**src/rtl/oled_pkg.sv**
```systemverilog
// Shared types and constants for the SSD1306 OLED SPI transmitter.
package oled_pkg;

  typedef enum logic [1:0] {
    IDLE,
    SHIFT,
    HOLD,
    DESEL
  } state_e;

  localparam int CLK_DIV_DEFAULT = 5;

  localparam logic [7:0] SSD1306_DISPLAY_ON  = 8'hAF;
  localparam logic [7:0] SSD1306_DISPLAY_OFF = 8'hAE;

endpackage

```
**src/rtl/oled_spi_tx_if.sv**
```systemverilog
// Byte-level valid/ready handshake into the OLED SPI transmitter.
interface oled_spi_tx_if;

  logic       tx_valid;
  logic [7:0] tx_data;
  logic       tx_dc;
  logic       tx_last;
  logic       tx_ready;

  modport master (output tx_valid, output tx_data, output tx_dc, output tx_last,
                  input  tx_ready);

  modport slave  (input  tx_valid, input  tx_data, input  tx_dc, input  tx_last,
                  output tx_ready);

endinterface

```
**src/rtl/spi_clk_div.sv**
```systemverilog
// Half-period tick generator: one-cycle tick every CLK_DIV enabled cycles.
module spi_clk_div
  import oled_pkg::*;
#(
  parameter int CLK_DIV = CLK_DIV_DEFAULT
) (
  input  logic clk_50,
  input  logic rst_n,
  input  logic en,
  output logic tick
);

  if (CLK_DIV < 1) begin : g_bad_div
    $error("spi_clk_div: CLK_DIV must be at least 1");
  end

  localparam int CNT_W = $clog2(CLK_DIV + 1);
  localparam logic [CNT_W-1:0] CNT_MAX = CNT_W'(CLK_DIV - 1);

  logic [CNT_W-1:0] cnt_q, cnt_d;

  // Counter is held at zero while disabled so every phase starts aligned.
  always_comb begin
    cnt_d = cnt_q;
    tick  = 1'b0;
    if (!en) begin
      cnt_d = '0;
    end else if (cnt_q == CNT_MAX) begin
      cnt_d = '0;
      tick  = 1'b1;
    end else begin
      cnt_d = cnt_q + 1'b1;
    end
  end

  always_ff @(posedge clk_50 or negedge rst_n) begin
    if (!rst_n) cnt_q <= '0;
    else        cnt_q <= cnt_d;
  end

endmodule

```
**src/rtl/oled_spi_tx.sv**
```systemverilog
// SPI mode-0 byte transmitter for an SSD1306 OLED with D/C and chip-select control.
module oled_spi_tx
  import oled_pkg::*;
#(
  parameter int CLK_DIV = CLK_DIV_DEFAULT
) (
  input  logic         clk_50,
  input  logic         rst_n,
  oled_spi_tx_if.slave tx,
  output logic         oled_sclk,
  output logic         oled_mosi,
  output logic         oled_cs_n,
  output logic         oled_dc
);

  if (CLK_DIV < 1) begin : g_bad_div
    $error("oled_spi_tx: CLK_DIV must be at least 1");
  end

  state_e     state_q, state_d;
  logic [7:0] shreg_q, shreg_d;
  logic [2:0] bit_cnt_q, bit_cnt_d;
  logic       last_q, last_d;
  logic       sclk_q, sclk_d;
  logic       cs_n_q, cs_n_d;
  logic       dc_q, dc_d;
  logic       tick;

  spi_clk_div #(.CLK_DIV(CLK_DIV)) u_clk_div (
    .clk_50 (clk_50),
    .rst_n  (rst_n),
    .en     (state_q != IDLE),
    .tick   (tick)
  );

  assign tx.tx_ready = (state_q == IDLE);
  assign oled_sclk   = sclk_q;
  assign oled_mosi   = shreg_q[7];
  assign oled_cs_n   = cs_n_q;
  assign oled_dc     = dc_q;

  always_comb begin
    state_d   = state_q;
    shreg_d   = shreg_q;
    bit_cnt_d = bit_cnt_q;
    last_d    = last_q;
    sclk_d    = sclk_q;
    cs_n_d    = cs_n_q;
    dc_d      = dc_q;
    unique case (state_q)
      IDLE: begin
        if (tx.tx_valid) begin
          shreg_d   = tx.tx_data;
          dc_d      = tx.tx_dc;
          last_d    = tx.tx_last;
          cs_n_d    = 1'b0;
          sclk_d    = 1'b0;
          bit_cnt_d = 3'd7;
          state_d   = SHIFT;
        end
      end
      SHIFT: begin
        // MOSI advances only together with the falling SCLK edge.
        if (tick) begin
          if (!sclk_q) begin
            sclk_d = 1'b1;
          end else begin
            sclk_d = 1'b0;
            if (bit_cnt_q == 3'd0) begin
              state_d = last_q ? HOLD : IDLE;
            end else begin
              bit_cnt_d = bit_cnt_q - 1'b1;
              shreg_d   = {shreg_q[6:0], 1'b0};
            end
          end
        end
      end
      HOLD: begin
        if (tick) begin
          cs_n_d  = 1'b1;
          state_d = DESEL;
        end
      end
      DESEL: begin
        if (tick) state_d = IDLE;
      end
      default: state_d = IDLE;
    endcase
  end

  always_ff @(posedge clk_50 or negedge rst_n) begin
    if (!rst_n) begin
      state_q   <= IDLE;
      shreg_q   <= '0;
      bit_cnt_q <= '0;
      last_q    <= 1'b0;
      sclk_q    <= 1'b0;
      cs_n_q    <= 1'b1;
      dc_q      <= 1'b0;
    end else begin
      state_q   <= state_d;
      shreg_q   <= shreg_d;
      bit_cnt_q <= bit_cnt_d;
      last_q    <= last_d;
      sclk_q    <= sclk_d;
      cs_n_q    <= cs_n_d;
      dc_q      <= dc_d;
    end
  end

endmodule

```
**src/flat_wrapper.sv**
```systemverilog
// flat-port wrapper written by rule: the top's interface ports become plain ports
module oled_spi_tx_flat import oled_pkg::*;
#(
  parameter int CLK_DIV = CLK_DIV_DEFAULT
)
  (clk_50, rst_n, oled_sclk, oled_mosi, oled_cs_n, oled_dc, tx_tx_valid, tx_tx_data, tx_tx_dc, tx_tx_last, tx_tx_ready);
  oled_spi_tx_if tx_i ();
  input  logic clk_50;
  input  logic rst_n;
  output logic oled_sclk;
  output logic oled_mosi;
  output logic oled_cs_n;
  output logic oled_dc;
  input wire logic [$bits(tx_i.tx_valid)-1:0] tx_tx_valid;
  input wire logic [$bits(tx_i.tx_data)-1:0] tx_tx_data;
  input wire logic [$bits(tx_i.tx_dc)-1:0] tx_tx_dc;
  input wire logic [$bits(tx_i.tx_last)-1:0] tx_tx_last;
  output wire logic [$bits(tx_i.tx_ready)-1:0] tx_tx_ready;
  assign tx_i.tx_valid = tx_tx_valid;
  assign tx_i.tx_data = tx_tx_data;
  assign tx_i.tx_dc = tx_tx_dc;
  assign tx_i.tx_last = tx_tx_last;
  assign tx_tx_ready = tx_i.tx_ready;
  oled_spi_tx #(.CLK_DIV(CLK_DIV)) u_core (.clk_50(clk_50), .rst_n(rst_n), .tx(tx_i), .oled_sclk(oled_sclk), .oled_mosi(oled_mosi), .oled_cs_n(oled_cs_n), .oled_dc(oled_dc));
endmodule
```
**config.mk**
```make
export PLATFORM = sky130hd
export DESIGN_NAME = oled_spi_tx_flat
export DESIGN_NICKNAME = d
export VERILOG_FILES = /design/src/rtl/oled_pkg.sv /design/src/rtl/oled_spi_tx_if.sv /design/src/rtl/spi_clk_div.sv /design/src/rtl/oled_spi_tx.sv /design/src/flat_wrapper.sv
export SDC_FILE = /design/constraint.sdc
export NUM_CORES = 1
export LEC_CHECK = 0
export BUFFER_PORTS_ARGS = -buffer_cell sky130_fd_sc_hd__buf_2
export CELL_PAD_IN_SITES_DETAIL_PLACEMENT = 0
export CELL_PAD_IN_SITES_GLOBAL_PLACEMENT = 1
export CORE_MARGIN = 2
export CORE_UTILIZATION = 38
export CTS_CLUSTER_DIAMETER = 40
export DETAILED_ROUTE_END_ITERATION = 10
export GPL_ROUTABILITY_DRIVEN = 0
export GPL_TIMING_DRIVEN = 0
export PLACE_DENSITY_LB_ADDON = 0.3
export SKIP_CTS_REPAIR_TIMING = 1
export SLEW_MARGIN = 5
export SYNTH_ARGS = -nofsm -noshare
export SYNTH_HDL_FRONTEND = slang
export SYNTH_HIERARCHICAL = 1
export SYNTH_SLANG_ARGS = --single-unit
```
**constraint.sdc**
```tcl
create_clock -name clk_50 -period 1.9 [get_ports clk_50]
set_clock_uncertainty 0.1 [all_clocks]
set_input_delay 0.38 -clock clk_50 [delete_from_list [all_inputs] [get_ports clk_50]]
set_output_delay 0.38 -clock clk_50 [all_outputs]
set_load 0.01 [all_outputs]
```
; ---- After elaboration in Yosys (flattened, before gate mapping)
; Cells that the tools add are included.
[word_totals]
regBits = 20
in_bits = 13
word_cells = 59
[classes]
addsub = 2
eq_ne = 11
muxes = 28
n_reduce_logical = 10
[ops]
columns = cell, count
row1 = 8-bit two-way mux, 4
row2 = 3-bit two-way mux, 6
row3 = 8-bit case mux with 2 select lines, 1
row4 = 2-bit two-way mux, 7
row5 = "2-bit by 1-bit != test with 1-bit output, second input constant", 5
row6 = 2-bit case mux with 4 select lines, 1
row7 = 1-bit two-way mux, 6
row8 = 3-bit case mux with 2 select lines, 1
row9 = 3-bit AND reduction, 2
row10 = 6-bit AND reduction, 1
row11 = 2-bit nonzero test, 3
row12 = 5-bit AND reduction, 1
row13 = "2-bit == test, second input constant", 2
row14 = "2-bit != test, second input constant", 2
row15 = 1-bit case mux with 2 select lines, 2
row16 = "3-bit by 1-bit adder with 3-bit output, second input constant", 1
row17 = "3-bit == test, second input constant", 1
row18 = 3-bit zero test, 1
row19 = "3-bit by 1-bit subtractor with 3-bit output, second input constant", 1
row20 = "2-bit by 1-bit == test with 1-bit output, second input constant", 1
row21 = 2-bit zero test, 1
row22 = 2-bit AND reduction, 1

; ---- Depth between registers and ports, before layout
[logic_depth]
depth_word = 5
depth_mapped = 6
depth_no_buf = 6

; ---- Modules after synthesis
; The synthesis kept the hierarchy.
[by_module_without_submodules]
columns = module, n_inst, cells_each, area_per_inst_um2, seq_area_each_um2
row1 = oled_spi_tx, 1, 77, 888.4, 426.7
row2 = spi_clk_div, 1, 14, 151.4, 75.1

; ---- Least setup slack after synthesis
; Ideal clock, no wire load.
[synth_timing]
kind = register -> register
start = reg u_core.bit_cnt_q[0]
end = reg u_core.shreg_q[1]
t_arrival_ps = 1616
setup_slack_ps = 59
path_stages_with_launch = 7
path_cell_list = dfrtp_1 inv_1 ha_1 ha_1 nand4b_2 a21oi_4 mux2_2
[synth_via]
elab_chain_cells = 3
[synth_rtl]
columns = item, line_no
row1 = from (decl), oled_spi_tx.sv:22  ; logic [2:0] bit_cnt_q, bit_cnt_d;
row2 = from (signal assigned), oled_spi_tx.sv:103  ; bit_cnt_q <= bit_cnt_d;
row3 = 3-bit zero test, oled_spi_tx.sv:69  ; if (bit_cnt_q == 3'd0) begin
row4 = 2-bit != test (no source line), --
row5 = 5-bit AND reduction (no source line), --
row6 = to (signal assigned), oled_spi_tx.sv:102  ; shreg_q <= shreg_d;
row7 = to (decl), oled_spi_tx.sv:21  ; logic [7:0] shreg_q, shreg_d;
; No other way between the ends.
; A chain may end at the register's enable or synchronous reset.

; ---- Worst setup path after layout
[layout_timing]
start = reg u_core.u_clk_div.cnt_q[0]
end = reg u_core.shreg_q[4]
[layout_via]
elab_chain_cells = 5
[layout_rtl]
columns = item, line_no
row1 = from (decl), spi_clk_div.sv:20  ; logic [CNT_W-1:0] cnt_q, cnt_d;
row2 = from (signal assigned), spi_clk_div.sv:38  ; else cnt_q <= cnt_d;
row3 = 3-bit == test, spi_clk_div.sv:28  ; end else if (cnt_q == CNT_MAX) begin
row4 = 1-bit two-way mux, spi_clk_div.sv:28
row5 = 1-bit two-way mux, spi_clk_div.sv:26  ; if (!en) begin
row6 = named net u_core.tick, oled_spi_tx.sv:27  ; logic tick;
row7 = 2-bit by 1-bit != test with 1-bit output (no source line), --
row8 = 5-bit AND reduction (no source line), --
; The timed path passes the listed nets, and every way through them passes these cells.

==> flow_metrics.env <==
export IMPL_final_layout_size_suffix_gt1_share_pct=47.97
export IMPL_grt_util_all_layers_pct=12.87
export IMPL_grt_antenna_before_repair=0
export IMPL_tritoncts="done"
export IMPL_grt_pass1_wl_mm=3.243
export IMPL_layout_nets=141
export IMPL_ys_ff_latch=20
export IMPL_yosys_most_used_dff="sky130_fd_sc_hd__dfrtp_1"
export IMPL_cp_data_arrival_time_ns=1.97
export IMPL_insertion_delay_ns=0.31
export IMPL_postSynth_asyncResetShare_pct=100.0
export IMPL_cts_buffers_inserted=3
export IMPL_cts_sinks=20
export IMPL_diodes=0
export IMPL_syn_inst=91
export IMPL_crit_path_end_kind="flip-flop"
export IMPL_syn_num_nets=108
export IMPL_most_common_layout_cells="sky130_fd_sc_hd__buf_2 (18), sky130_fd_sc_hd__dfrtp_1 (17), sky130_fd_sc_hd__mux2_2 (13), sky130_fd_sc_hd__inv_1 (11), sky130_fd_sc_hd__buf_4 (9)"
export IMPL_internal_power_mw=1.191
export IMPL_part_of_the_cycle_the_worst_path_needs_pct=98.16
export IMPL_floorplan_core_area_um2=2545
export IMPL_synthesis_area_um2=1040
export IMPL_ios=18
export IMPL_critical_path_startpoint="u_core/u_clk_div/cnt_q[0]"
export IMPL_power_static_leakage_nw=0.6413
export IMPL_slew_headroom_pct=70.37
export IMPL_largest_buffer_count_on_any_clock_path=2
export IMPL_initial_core_utilization_pct=40.86
export IMPL_globalRoute_totalOverflow=0
export IMPL_r2r_start="u_core/u_clk_div/cnt_q[0]"
export IMPL_worst_setup_path_type="reg -> reg"
export IMPL_ant_nets=0
export IMPL_power_switching_mw=0.5005
export IMPL_grt_start_max_net_pins=21
export IMPL_pwr_share_comb_pct=37.7
export IMPL_synth_edf_count=0
export IMPL_holdCritPathClass="in -> reg"
export IMPL_synth_seq_area_share_pct=48.26
export IMPL_root_buffer="sky130_fd_sc_hd__clkbuf_4"
export IMPL_syn_mean_instance_area_um2=11.43
export IMPL_row_count=18
export IMPL_synthDistinctLibCells=29
export IMPL_irDropWorstVdd_mv=0.7793
export IMPL_hold_violation_count_in_the_final_report=0
export IMPL_worstSetupStartpointType="flip-flop"
export IMPL_min_delay_start="tx_tx_last"
export IMPL_worst_slew_pin_transition_ns=0.4444
export IMPL_die_boundary_height_um=56.31
export IMPL_timing_hold_ws_ns=0.1959
export IMPL_timing_fmax_mhz=536.2
export IMPL_placedInstanceArea_um2=1162
export IMPL_die_area_um2=3171
export IMPL_flow_area_growth_from_synthesis_pct=30.57
export IMPL_power_share_clock_pct=20.8
export IMPL_post_route_cell_area_um2=1358
export IMPL_crit_slowest_cell="sky130_fd_sc_hd__dfrtp_1"
export IMPL_port_buffers=17
export IMPL_outcome="completed"
export IMPL_via_per_inst=5.085
export IMPL_timing_max_transition_violations_final=0
export IMPL_power_switching_fraction_pct=29.59
export IMPL_vias=778
export IMPL_max_cap_violations=0
export IMPL_critical_path_required_ns=2.01
export IMPL_cts_h_tree_lvls=1
export IMPL_path_cells="inv_1, ha_2, and3_4, nand4b_4, a21oi_4, buf_12, mux2_2"
export IMPL_finalCriticalPeriod_ns=1.865
export IMPL_drcViolationCount=0
export IMPL_layout_cells_most_common="sky130_fd_sc_hd__buf_2"
export IMPL_power_density_cell_area_nw_per_um2=1246
export IMPL_yosys_warnings=6
export IMPL_first_iter_violations=23
export IMPL_cts_reportedPaths_clkPinSlew_ns=0.12
export IMPL_cp_max_fo=8
export IMPL_routed_wire_length_per_instance_um=12.92
export IMPL_slowest_delay_ns=0.42
export IMPL_power_share_sequential_pct=41.4
export IMPL_setup_violations_final=0
export IMPL_post_dp_hpwl_mm=1.379
export IMPL_detail_route_first_pass_iterations=4
export IMPL_vias_in_the_first_global_route=771
export IMPL_sum_of_routed_wire_length_over_all_layers_mm=1.976
export IMPL_die_w_um=56.31
==> sequential cells by signal, indices dropped and copies added, names as in the netlist, named ones only <==
signal,cells
u_core/shreg_q,8
u_core/state_q,1
u_core/oled_sclk,1
u_core/u_clk_div/cnt_q,3
u_core/oled_cs_n,1
u_core/bit_cnt_q,3
u_core/last_q,1
u_core/oled_dc,1
==> routing by layer <==
metal | part of all wire (%) | GRT usage (%) | up-vias
met2 | 47 | 20.50 | 13
li1 | - | - | 387
met5 | 0 | 0 | -
met4 | 0.96 | 4.082 | 0
met3 | 3.7 | 2.995 | 2
met1 | 49 | 17.30 | 376
==> cell type report <==
cell class              instances  area, um^2
inverters                      11       41.29
plain buffers                   2       8.758
multi-input cells              58       530.5
flip-flops and latches         20       504.2
well taps                      30       37.54
fillers                       240        1187
clock buffers                   3       22.52
repair buffers                 28       182.7
clock inverters                 1       30.03
==> synth_stat cells, types with 2 or more instances <==
cell type / instances / area (um^2)
sky130_fd_sc_hd__a221oi_1: 2 / 17.52
sky130_fd_sc_hd__o21ai_0: 3 / 15.01
sky130_fd_sc_hd__nand2_1: 4 / 15.01
sky130_fd_sc_hd__nor2_1: 4 / 15.01
sky130_fd_sc_hd__nor2b_1: 2 / 12.51
sky130_fd_sc_hd__inv_1: 11 / 41.29
sky130_fd_sc_hd__a211oi_1: 5 / 37.54
sky130_fd_sc_hd__ha_1: 4 / 50.05
sky130_fd_sc_hd__dfrtp_1: 19 / 475.5
sky130_fd_sc_hd__mux2_2: 16 / 180.2
sky130_fd_sc_hd__a21oi_1: 3 / 15.01
==> through the flow <==
step	worst slack, ns	instances	util (%)	setup TNS [ns]	total power, mW
after floorplan	0.05896	91	-	0	1.060
after global placement	-0.1191	138	45.67	-0.8199	1.165
after detailed placement	-0.1279	138	45.67	-0.8524	1.201
after CTS	-0.1492	142	47.74	-1.002	1.554
after global routing	-0.01467	153	53.34	-0.04178	1.818
final	0.03502	153	53.34	0	1.692
==> kinds of logic (layout without fill, tap and decap cells) <==
logic type      Yosys count  count (layout)  synth area share [%]
fa+ha+maj                 4               4                 4.814
compound gates           18              18                 13.12
mux                      16              16                 17.33
simple gates             20              20                 11.67
buf+inv                  13              45                 4.813
flops                    20              20                 48.26
==> power groups by stage <==
stage	clock (mW)	sequential, mW	combinational [mW]
4_1_cts	0.361	0.698	0.496
2_1_floorplan	0	0.692	0.368
6_report	0.353	0.701	0.638
3_5_place_dp	0	0.707	0.493
5_1_grt	0.380	0.724	0.715
3_3_place_gp	0	0.700	0.465
==> critical path, delay by kind of cell (launching register included) <==
kind	cells	cell delay [ns]
AOI/OAI and AO/OA	1	0.19
adders and majority gates	1	0.18
buffers and inverters	2	0.21
DFF	1	0.42
muxes	1	0.33
and+or+nand+nor	2	0.34
==> path summary, 6_finish.rpt <==
path | end | slack (ns) | cells after the start
max | u_core/shreg_q[4] | 0.04 | 7
min | u_core/last_q | 0.20 | 2
max reg2reg | u_core/shreg_q[4] | 0.04 | 7
min reg2reg | u_core/oled_cs_n | 0.37 | 2
max in group asynchronous | u_core/oled_cs_n | 0.93 | 2
min in group asynchronous | u_core/bit_cnt_q[1] | 0.43 | 2
No activity file was read; power rests on OpenSTA's default activity.
